File: src/rtl/baccarat_sequencer.sv
// baccarat_sequencer: Moore FSM sequencing card loads and win lights for one baccarat hand.
// Rev 1.0 - initial release.
`default_nettype none

module baccarat_sequencer (
  input  logic       slow_clock,
  input  logic       resetb,
  input  logic [3:0] pscore,
  input  logic [3:0] dscore,
  input  logic [3:0] pcard3,
  output logic       load_pcard1,
  output logic       load_pcard2,
  output logic       load_pcard3,
  output logic       load_dcard1,
  output logic       load_dcard2,
  output logic       load_dcard3,
  output logic       player_win_light,
  output logic       dealer_win_light
);

  localparam logic [3:0] ST_RST  = 4'd0;
  localparam logic [3:0] ST_DP1  = 4'd1;
  localparam logic [3:0] ST_DD1  = 4'd2;
  localparam logic [3:0] ST_DP2  = 4'd3;
  localparam logic [3:0] ST_DD2  = 4'd4;
  localparam logic [3:0] ST_EVAL = 4'd5;
  localparam logic [3:0] ST_DP3  = 4'd6;
  localparam logic [3:0] ST_DD3  = 4'd7;
  localparam logic [3:0] ST_DONE = 4'd8;

  logic [3:0] state;
  logic [3:0] state_nxt;
  logic [3:0] pval;
  logic       banker_draws;

  // Tens and face cards count as zero toward the banker's third-card rule.
  assign pval = (pcard3 <= 4'd9) ? pcard3 : 4'd0;

  always_comb begin
    banker_draws = 1'b0;
    case (dscore)
      4'd0, 4'd1, 4'd2: banker_draws = 1'b1;
      4'd3:             banker_draws = (pval != 4'd8);
      4'd4:             banker_draws = (pval >= 4'd2) && (pval <= 4'd7);
      4'd5:             banker_draws = (pval >= 4'd4) && (pval <= 4'd7);
      4'd6:             banker_draws = (pval >= 4'd6) && (pval <= 4'd7);
      default:          banker_draws = 1'b0;
    endcase
  end

  always_comb begin
    state_nxt = state;
    case (state)
      ST_RST:  state_nxt = ST_DP1;
      ST_DP1:  state_nxt = ST_DD1;
      ST_DD1:  state_nxt = ST_DP2;
      ST_DP2:  state_nxt = ST_DD2;
      ST_DD2:  state_nxt = ST_EVAL;
      ST_EVAL: begin
        if ((pscore >= 4'd8) || (dscore >= 4'd8))
          state_nxt = ST_DONE;
        else if (pscore <= 4'd5)
          state_nxt = ST_DP3;
        else if (dscore <= 4'd5)
          state_nxt = ST_DD3;
        else
          state_nxt = ST_DONE;
      end
      ST_DP3:  state_nxt = banker_draws ? ST_DD3 : ST_DONE;
      ST_DD3:  state_nxt = ST_DONE;
      ST_DONE: state_nxt = ST_DONE;
      default: state_nxt = ST_RST;
    endcase
  end

  always_ff @(posedge slow_clock) begin
    if (!resetb)
      state <= ST_RST;
    else
      state <= state_nxt;
  end

  assign load_pcard1 = (state == ST_DP1);
  assign load_dcard1 = (state == ST_DD1);
  assign load_pcard2 = (state == ST_DP2);
  assign load_dcard2 = (state == ST_DD2);
  assign load_pcard3 = (state == ST_DP3);
  assign load_dcard3 = (state == ST_DD3);

  assign player_win_light = (state == ST_DONE) && (pscore >= dscore);
  assign dealer_win_light = (state == ST_DONE) && (dscore >= pscore);

endmodule

`default_nettype wire

File: config.mk
export PLATFORM = sky130hd
export DESIGN_NAME = baccarat_sequencer
export DESIGN_NICKNAME = d
export VERILOG_FILES = /design/src/rtl/baccarat_sequencer.sv
export SDC_FILE = /design/constraint.sdc
export NUM_CORES = 1
export LEC_CHECK = 0
export CAP_MARGIN = 5
export CORE_AREA = 10 10 47 49
export CTS_BUF_LIST = sky130_fd_sc_hd__clkbuf_8
export CTS_CLUSTER_DIAMETER = 200
export DETAILED_ROUTE_END_ITERATION = 8
export DIE_AREA = 0 0 57 59
export GPL_ROUTABILITY_DRIVEN = 0
export PLACE_DENSITY_LB_ADDON = 0.15
export SLEW_MARGIN = 25
export SYNTH_ARGS = -nofsm -noshare
export SYNTH_HDL_FRONTEND = slang
export SYNTH_SLANG_ARGS = --single-unit
File: constraint.sdc
create_clock -name slow_clock -period 3.2 [get_ports slow_clock]
set_input_delay 0.64 -clock slow_clock [delete_from_list [all_inputs] [get_ports slow_clock]]
set_output_delay 0.64 -clock slow_clock [all_outputs]
set_load 0.05 [all_outputs]
Word-level counts from Yosys, hierarchy flattened. Index checks and enable logic that the tools add are counted. W data, S select, Z words.

$add $sub $neg: 0. Multipliers: 0. Div/mod/pow operators: 0. $lt $le $gt $ge: 11. Equal/unequal tests: 15. Shift operators: 0. Muxes and demuxes: 7. Bitwise operators: 0. Reduce and logical (&&, ||, !) cells: 10.

Operators by type and width (number): $pmux W4 S8 (1); $eq A4 B3 Y1 const B (7); $mux W4 (5); $eq A4 B2 Y1 const B (4); $le A4 B3 Y1 const B (3); $eq A4 B1 Y1 const B (2); $ge A4 B3 Y1 const B (2); $ge A4 B4 Y1 (2); $ge A4 B4 Y1 const B (2); $logic_not A4 Y1 (2); $logic_and A1 B1 Y1 (5); $pmux W1 S5 (1); $eq A4 B4 Y1 const B (1); $ge A4 B2 Y1 const B (1); $le A4 B4 Y1 const B (1); $ne A4 B4 Y1 const B (1); $reduce_or A3 Y1 (1); $reduce_or A2 Y1 (1); $logic_or A1 B1 Y1 (1).

Register bits after elaboration: 4. Latch bits: 0. Memory bits (writable): 0. Bits in read-only memories: 0. Input port bits: 14. Word-level logic and storage cells: 44. Memories kept: 0.

Longest topological paths before layout. Gate-level depths: netlist (run 1).

Word-level depth: 7. Gate-level depth with buffers: 6. Depth with buffers taken out: 6.

Least setup slack after synthesis (run 1). Ideal clock, no wire load.

Path kind: input -> output. Start: input pscore[1]. End: output player_win_light. Arrival time: 2.110 ns. Path slack: 0.450 ns. Stages on the path: 6. Cells stage by stage: inv_1 > ha_1 > nor2b_1 > o21a_1 > o21a_1 > o21ai_1.

Cells in the longest elaborated chain, start to end: 2.

RTL lines: start, declared (line 8) `input logic [3:0] pscore,`; $ge A4 B4 Y1 (line 90) `assign player_win_light = (state == ST_DONE) && (pscore >= dscore);`; $logic_and A1 B1 Y1 (line 90); end, declared (line 17) `output logic player_win_light,`.

No other way between the ends.

Final worst setup path (run 1).
Start: input pscore[1]. End: output dealer_win_light.

Cells in the longest elaborated chain, start to end: 2.

RTL lines: $ge A4 B4 Y1 (line 91) `assign dealer_win_light = (state == ST_DONE) && (dscore >= pscore);`; $logic_and A1 B1 Y1 (line 91); end, declared (line 18) `output logic dealer_win_light`.

No other way between the ends.

==> results of run 1 <==
==> cell usage in the layout (no fill, tap or decap), types with 2 or more instances in the layout <==
cell,count
nand4_1,3
dfxtp_1,4
nor2_1,7
inv_1,7
nor3_1,4
o21a_1,2
clkdlybuf4s50_1,19
ha_1,4
nand2_1,5
clkbuf_8,3
nand2b_2,2
nand2b_1,2
==> metal layers <==
metal  up-vias  routed length [um]  global-route usage
li1        281                   -                   -
met1       241                 587             0.08513
met2        15                 618              0.1302
met3         0                  54             0.02790
met4         0                   0             0.02013
met5         -                   0                   0
==> cell type report <==
class	count	area, um^2	area share
multi-input cells	50	371.6	0.4909
well taps	16	20.02	0.02645
clock buffers	3	41.29	0.05455
flip-flops and latches	4	80.08	0.1058
repair buffers	21	217.7	0.2876
inverters	7	26.28	0.03471
==> kinds of logic after synthesis <==
| logic type | Yosys count | share of synthesized area |
|---|---|---|
| simple gates | 32 | 0.4036 |
| compound gates | 14 | 0.2487 |
| buf+inv | 9 | 0.08376 |
| fa+ha+maj | 4 | 0.1015 |
| flops | 4 | 0.1624 |
==> report_power, final <==
group / internal [mW] / switching, mW / total [mW] / leakage, nW
combinational: 0.0389 / 0.0389 / 0.0778 / 0.258
sequential: 0.0537 / 0.00946 / 0.0632 / 0.0328
clock: 0.0797 / 0.0209 / 0.101 / 0.0216
==> worst min-delay path: stages (launching register included) <==
cell	delay (ps)
dfxtp_1	410
a2111o_1	140
nand3_1	70
==> final timing paths <==
check	end	cells after the start	from
worst min register to register	state[1]$_SDFF_PN0_	2	state[3]$_SDFF_PN0_
worst min-delay path	state[1]$_SDFF_PN0_	2	state[3]$_SDFF_PN0_
worst max register to register	state[2]$_SDFF_PN0_	4	state[2]$_SDFF_PN0_
worst max-delay path	dealer_win_light	8	pscore[1]
==> metrics by stage <==
step	hold WS, ps	power [mW]	std cells	worst slack (ps)	area (um^2)
final	692.7	0.2416	101	206.8	757.0
after global routing	764.4	0.2584	101	114.8	757.0
after CTS	708.4	0.2459	101	199.0	757.0
after detailed placement	704.3	0.1426	98	199.8	715.7
after global placement	701.2	0.1420	98	213.9	715.7
after floorplan	595.7	0.1095	63	450.1	493.0
==> results.yml, run 1 <==
run_status:
  status: "finished, final reports clean"
sta:
  final.setup.tns_ps: 0
  fmax_mhz: 334.1
  slew_headroom: 0.6673
  setup_viol: 0
  fin_crit_ps: 2993
  hold_viol: 0
  slew_viol_final: 0
  fin_crit_sh: 0.9354
  tightest_slew_ps: 497.5
  grt_setup_unrepaired: "false"
  fin_worst_skew_ps: 2.135
pwr:
  ir_drop_mv: 0.1433
  p_leak_nw: 0.3119
  power.density_mw_per_mm2: 319.1
logic_synthesis:
  synth-edff-count: 0
  syn_nets: 81
  synthesis.area_um2: 493.0
  synth.avg_cell_area_um2: 7.825
  synth-seq-cells: 4
  netlist.area_leader.share: 0.1624
  synth-main-ff-cell: "dfxtp_1"
  yosys.cell_types.count: 32
  synth_common_cells: "7 x inv_1, 7 x nor2_1, 5 x nand2_1"
  synth_async_sr_flop_share: 0
  synth_area_leader_cell: "dfxtp_1"
  yosysSeqAreaShare: 0.1624
  synthCells: 63
  ys_top_cells_by_area: "dfxtp_1 16%, ha_1 10%, inv_1 5.3%, nor2_1 5.3%, nor3_1 4.1%"
  synth_warnings: 0
die:
  die_y_um: 59
  die_w_um: 57
  dieArea_mm2: 0.003363
  initial_core_util: 0.3518
  core_area_mm2: 0.001401
  rows: 14
  io_pins: 22
clock_network:
  cts.sinks: 4
  cts_root_buf: "clkbuf_8"
  clock_path_buffers: 2
  cts_max_level: 1
  cts_tree: "done"
  postCtsSetupRepairBufs: 0
  clkSlewWorstSetupHoldPaths_ps: 30
  postCtsHoldBufs: 0
  cts_inserted_buffers: 3
  ctsResizeCount: 0
  insertion_delay_ps: 210
layout:
  fillers: 153
  insertedDiodeCount: 0
  top_register: "state"
  syn2layout_area_growth_pct: 53.55
  largest_reg_flops: 4
  nets: 105
  final_util: 0.5402
  top_regs: "state x4"
  drive_gt1_frac: 0.1412
setup_path:
  path_class: "input port to primary output"
  path_buf_inv: 3
  slowest_delay_ps: 500
  critical_path_arrival_ps: 2350
  cp.required_ps: 2560
  crit_top_cell: "o21a_1"
  worstPathCellList: "clkdlybuf4s50_1 -> inv_1 -> ha_1 -> nor2b_1 -> o21a_1 -> o21a_1 -> o31a_1 -> buf_4"
  path_delay_family: "buffers and inverters"
  cp-end-kind: "primary output"
  reg2reg_slack_ps: 1960
  crit_path_start_kind: "input port"
  worstPathMaxFanout: 3
  cp_slowest_cell: "clkdlybuf4s50_1"
global_routing:
  grt_antenna_before_repair: 0
  grt-ovfl-total: 0
  grt_max_degree: 12
  grt_pass1_vias: 537
  grt_pass1_wl_mm: 2.166
  track_usage: 0.07546
placement:
  dp_hpwl_mm: 1.126
  port_buffers: 21
routing:
  dr.pass1.iters: 4
  drc: 0
  drtIter0Drc: 8
  wl_per_cell_um: 12.48
  via_count: 537
  via_per_inst: 5.317
  drt_wl_total_mm: 1.260
  ant_nets: 0
hold_path:
  worstHoldPathType: "flop to flop"
flow_run:
  max-cap-violations: 0
Power figures use the tool's default switching activity.
==> run 2, diff against run 1 <==
--- a/config.mk
+++ b/config.mk
@@ -6,11 +6,11 @@
 export NUM_CORES = 1
 export LEC_CHECK = 0
 export CAP_MARGIN = 5
-export CORE_AREA = 10 10 47 49
+export CORE_MARGIN = 10
+export CORE_UTILIZATION = 35
 export CTS_BUF_LIST = sky130_fd_sc_hd__clkbuf_8
 export CTS_CLUSTER_DIAMETER = 200
 export DETAILED_ROUTE_END_ITERATION = 8
-export DIE_AREA = 0 0 57 59
 export GPL_ROUTABILITY_DRIVEN = 0
 export PLACE_DENSITY_LB_ADDON = 0.15
 export SLEW_MARGIN = 25
==> run 2 against run 1 <==
Non-clock buffer count unchanged. Routed wire length grew 0.79%. Final cell count decreased by 0.99%. Combinational power about the same. Critical path type unchanged. Utilization grew 3.3 points.
==> results.yml, run 2 (same netlist as run 1, synthesis figures left out) <==
layout:
  fillers: 129
  layout_common_cells: "19 x clkdlybuf4s50_1, 7 x inv_1, 7 x nor2_1"
  nets: 105
  seq_area_um2: 80.08
  drive_gt1_frac: 0.1412
  multiInputGateArea_um2: 371.6
  top_regs: "state x4"
  largest_reg_flops: 4
  insertedDiodeCount: 0
  syn2layout_area_growth_pct: 53.30
  top_register: "state"
  layout_commonest_cell: "clkdlybuf4s50_1"
routing:
  via_count: 534
  drtIter0Drc: 6
  via_per_inst: 5.340
  wl_per_cell_um: 12.70
  dr.pass1.iters: 4
  ant_nets: 0
  drc: 0
  drt_wl_total_mm: 1.270
sta:
  slew_headroom: 0.6638
  fin_worst_skew_ps: 0.6334
  setup_viol: 0
  grt_setup_unrepaired: "false"
  tightest_slew_ps: 502.7
  fmax_mhz: 333.6
  final.setup.tns_ps: 0
  hold_viol: 0
  fin_crit_ps: 2998
  fin_crit_sh: 0.9367
  slew_viol_final: 0
clock_network:
  ctsResizeCount: 0
  clkSlewWorstSetupHoldPaths_ps: 30
  cts_tree: "done"
  cts_max_level: 1
  cts_inserted_buffers: 3
  clock_path_buffers: 2
  postCtsSetupRepairBufs: 0
  cts.sinks: 4
  insertion_delay_ps: 220
  cts_root_buf: "clkbuf_8"
  postCtsHoldBufs: 0
setup_path:
  cp.required_ps: 2560
  path_class: "input port to primary output"
  reg2reg_from: "state[2]$_SDFF_PN0_"
  timing.rr.end: "state[2]$_SDFF_PN0_"
  reg2reg_slack_ps: 1920
  reg2reg_depth: 4
  cp-end-kind: "primary output"
  crit_path_start_kind: "input port"
  critical_path_arrival_ps: 2360
  worstPathMaxFanout: 3
global_routing:
  grt_pass1_wl_mm: 2.249
  grt_antenna_before_repair: 0
  grt_pass1_vias: 529
  grt_max_degree: 12
  grt-ovfl-total: 0
  track_usage: 0.08301
die:
  die_w_um: 57.53
  core_area_mm2: 0.001318
  dieArea_mm2: 0.003310
  die_y_um: 57.53
  io_pins: 22
  initial_core_util: 0.3742
  rows: 13
placement:
  dp_hpwl_mm: 1.068
  port_buffers: 21
hold_path:
  min_path_cells: 3
  worstHoldPathType: "flop to flop"
  min_to: "state[3]$_SDFF_PN0_"
  hp-start: "state[1]$_SDFF_PN0_"
run_status:
  status: "finished, final reports clean"
flow_run:
  max-cap-violations: 0
pwr:
  p_leak_nw: 0.3119
  ir_drop_mv: 0.2171
  power.density_mw_per_mm2: 326.0
  power_mw: 0.2464
-- run 2: per-layer routing --
layer / vias up / share of wire / GRT usage / wire length, um
met3: 4 / 0.080 / 0.03540 / 101
met1: 229 / 0.47 / 0.09345 / 593
li1: 281 / - / - / -
met4: 0 / 0.037 / 0.07047 / 47
met5: - / 0 / 0 / 0
met2: 20 / 0.41 / 0.1166 / 527
-- run 2: area by class of cell --
| cell class | count | share of cell area |
|---|---|---|
| clock buffer | 3 | 0.05464 |
| inverter | 7 | 0.03477 |
| multi-input combinational | 50 | 0.4917 |
| sequential | 4 | 0.1060 |
| tap | 15 | 0.02483 |
| timing repair buffer | 21 | 0.2881 |
-- run 2: how the worst max path moves through the flow --
stage	slack (ps)	depth (start not counted)	to	from
2_1_floorplan	450	6	player_win_light	pscore[1]
3_3_place_gp	210	8	dealer_win_light	pscore[1]
3_5_place_dp	200	8	dealer_win_light	pscore[1]
4_1_cts	190	8	dealer_win_light	pscore[1]
5_1_grt	110	8	dealer_win_light	pscore[1]
6_report	200	8	dealer_win_light	pscore[1]
-- run 2: where the power goes --
part / internal, mW / total, mW / switching (mW)
sequential: 0.0537 / 0.0627 / 0.00899
combinational: 0.0390 / 0.0779 / 0.0389
clock: 0.0801 / 0.106 / 0.0257
-- run 2: through the flow --
step | util | cell area [um^2] | instances | setup WS (ps) | hold WS (ps)
after global routing | 0.5736 | 755.7 | 100 | 107.6 | 717.8
after floorplan | - | 493.0 | 63 | 450.1 | 595.7
final | 0.5736 | 755.7 | 100 | 202.5 | 667.5
after global placement | 0.5423 | 714.4 | 97 | 213.4 | 674.4
after detailed placement | 0.5423 | 714.4 | 97 | 196.4 | 661.6
after CTS | 0.5736 | 755.7 | 100 | 188.1 | 670.7
-- run 2: critical path, stage by stage --
cell	delay [ps]
clkdlybuf4s50_1	490
inv_1	50
ha_1	290
nor2b_1	130
o21a_1	160
o21a_1	180
o31a_1	230
buf_4	190
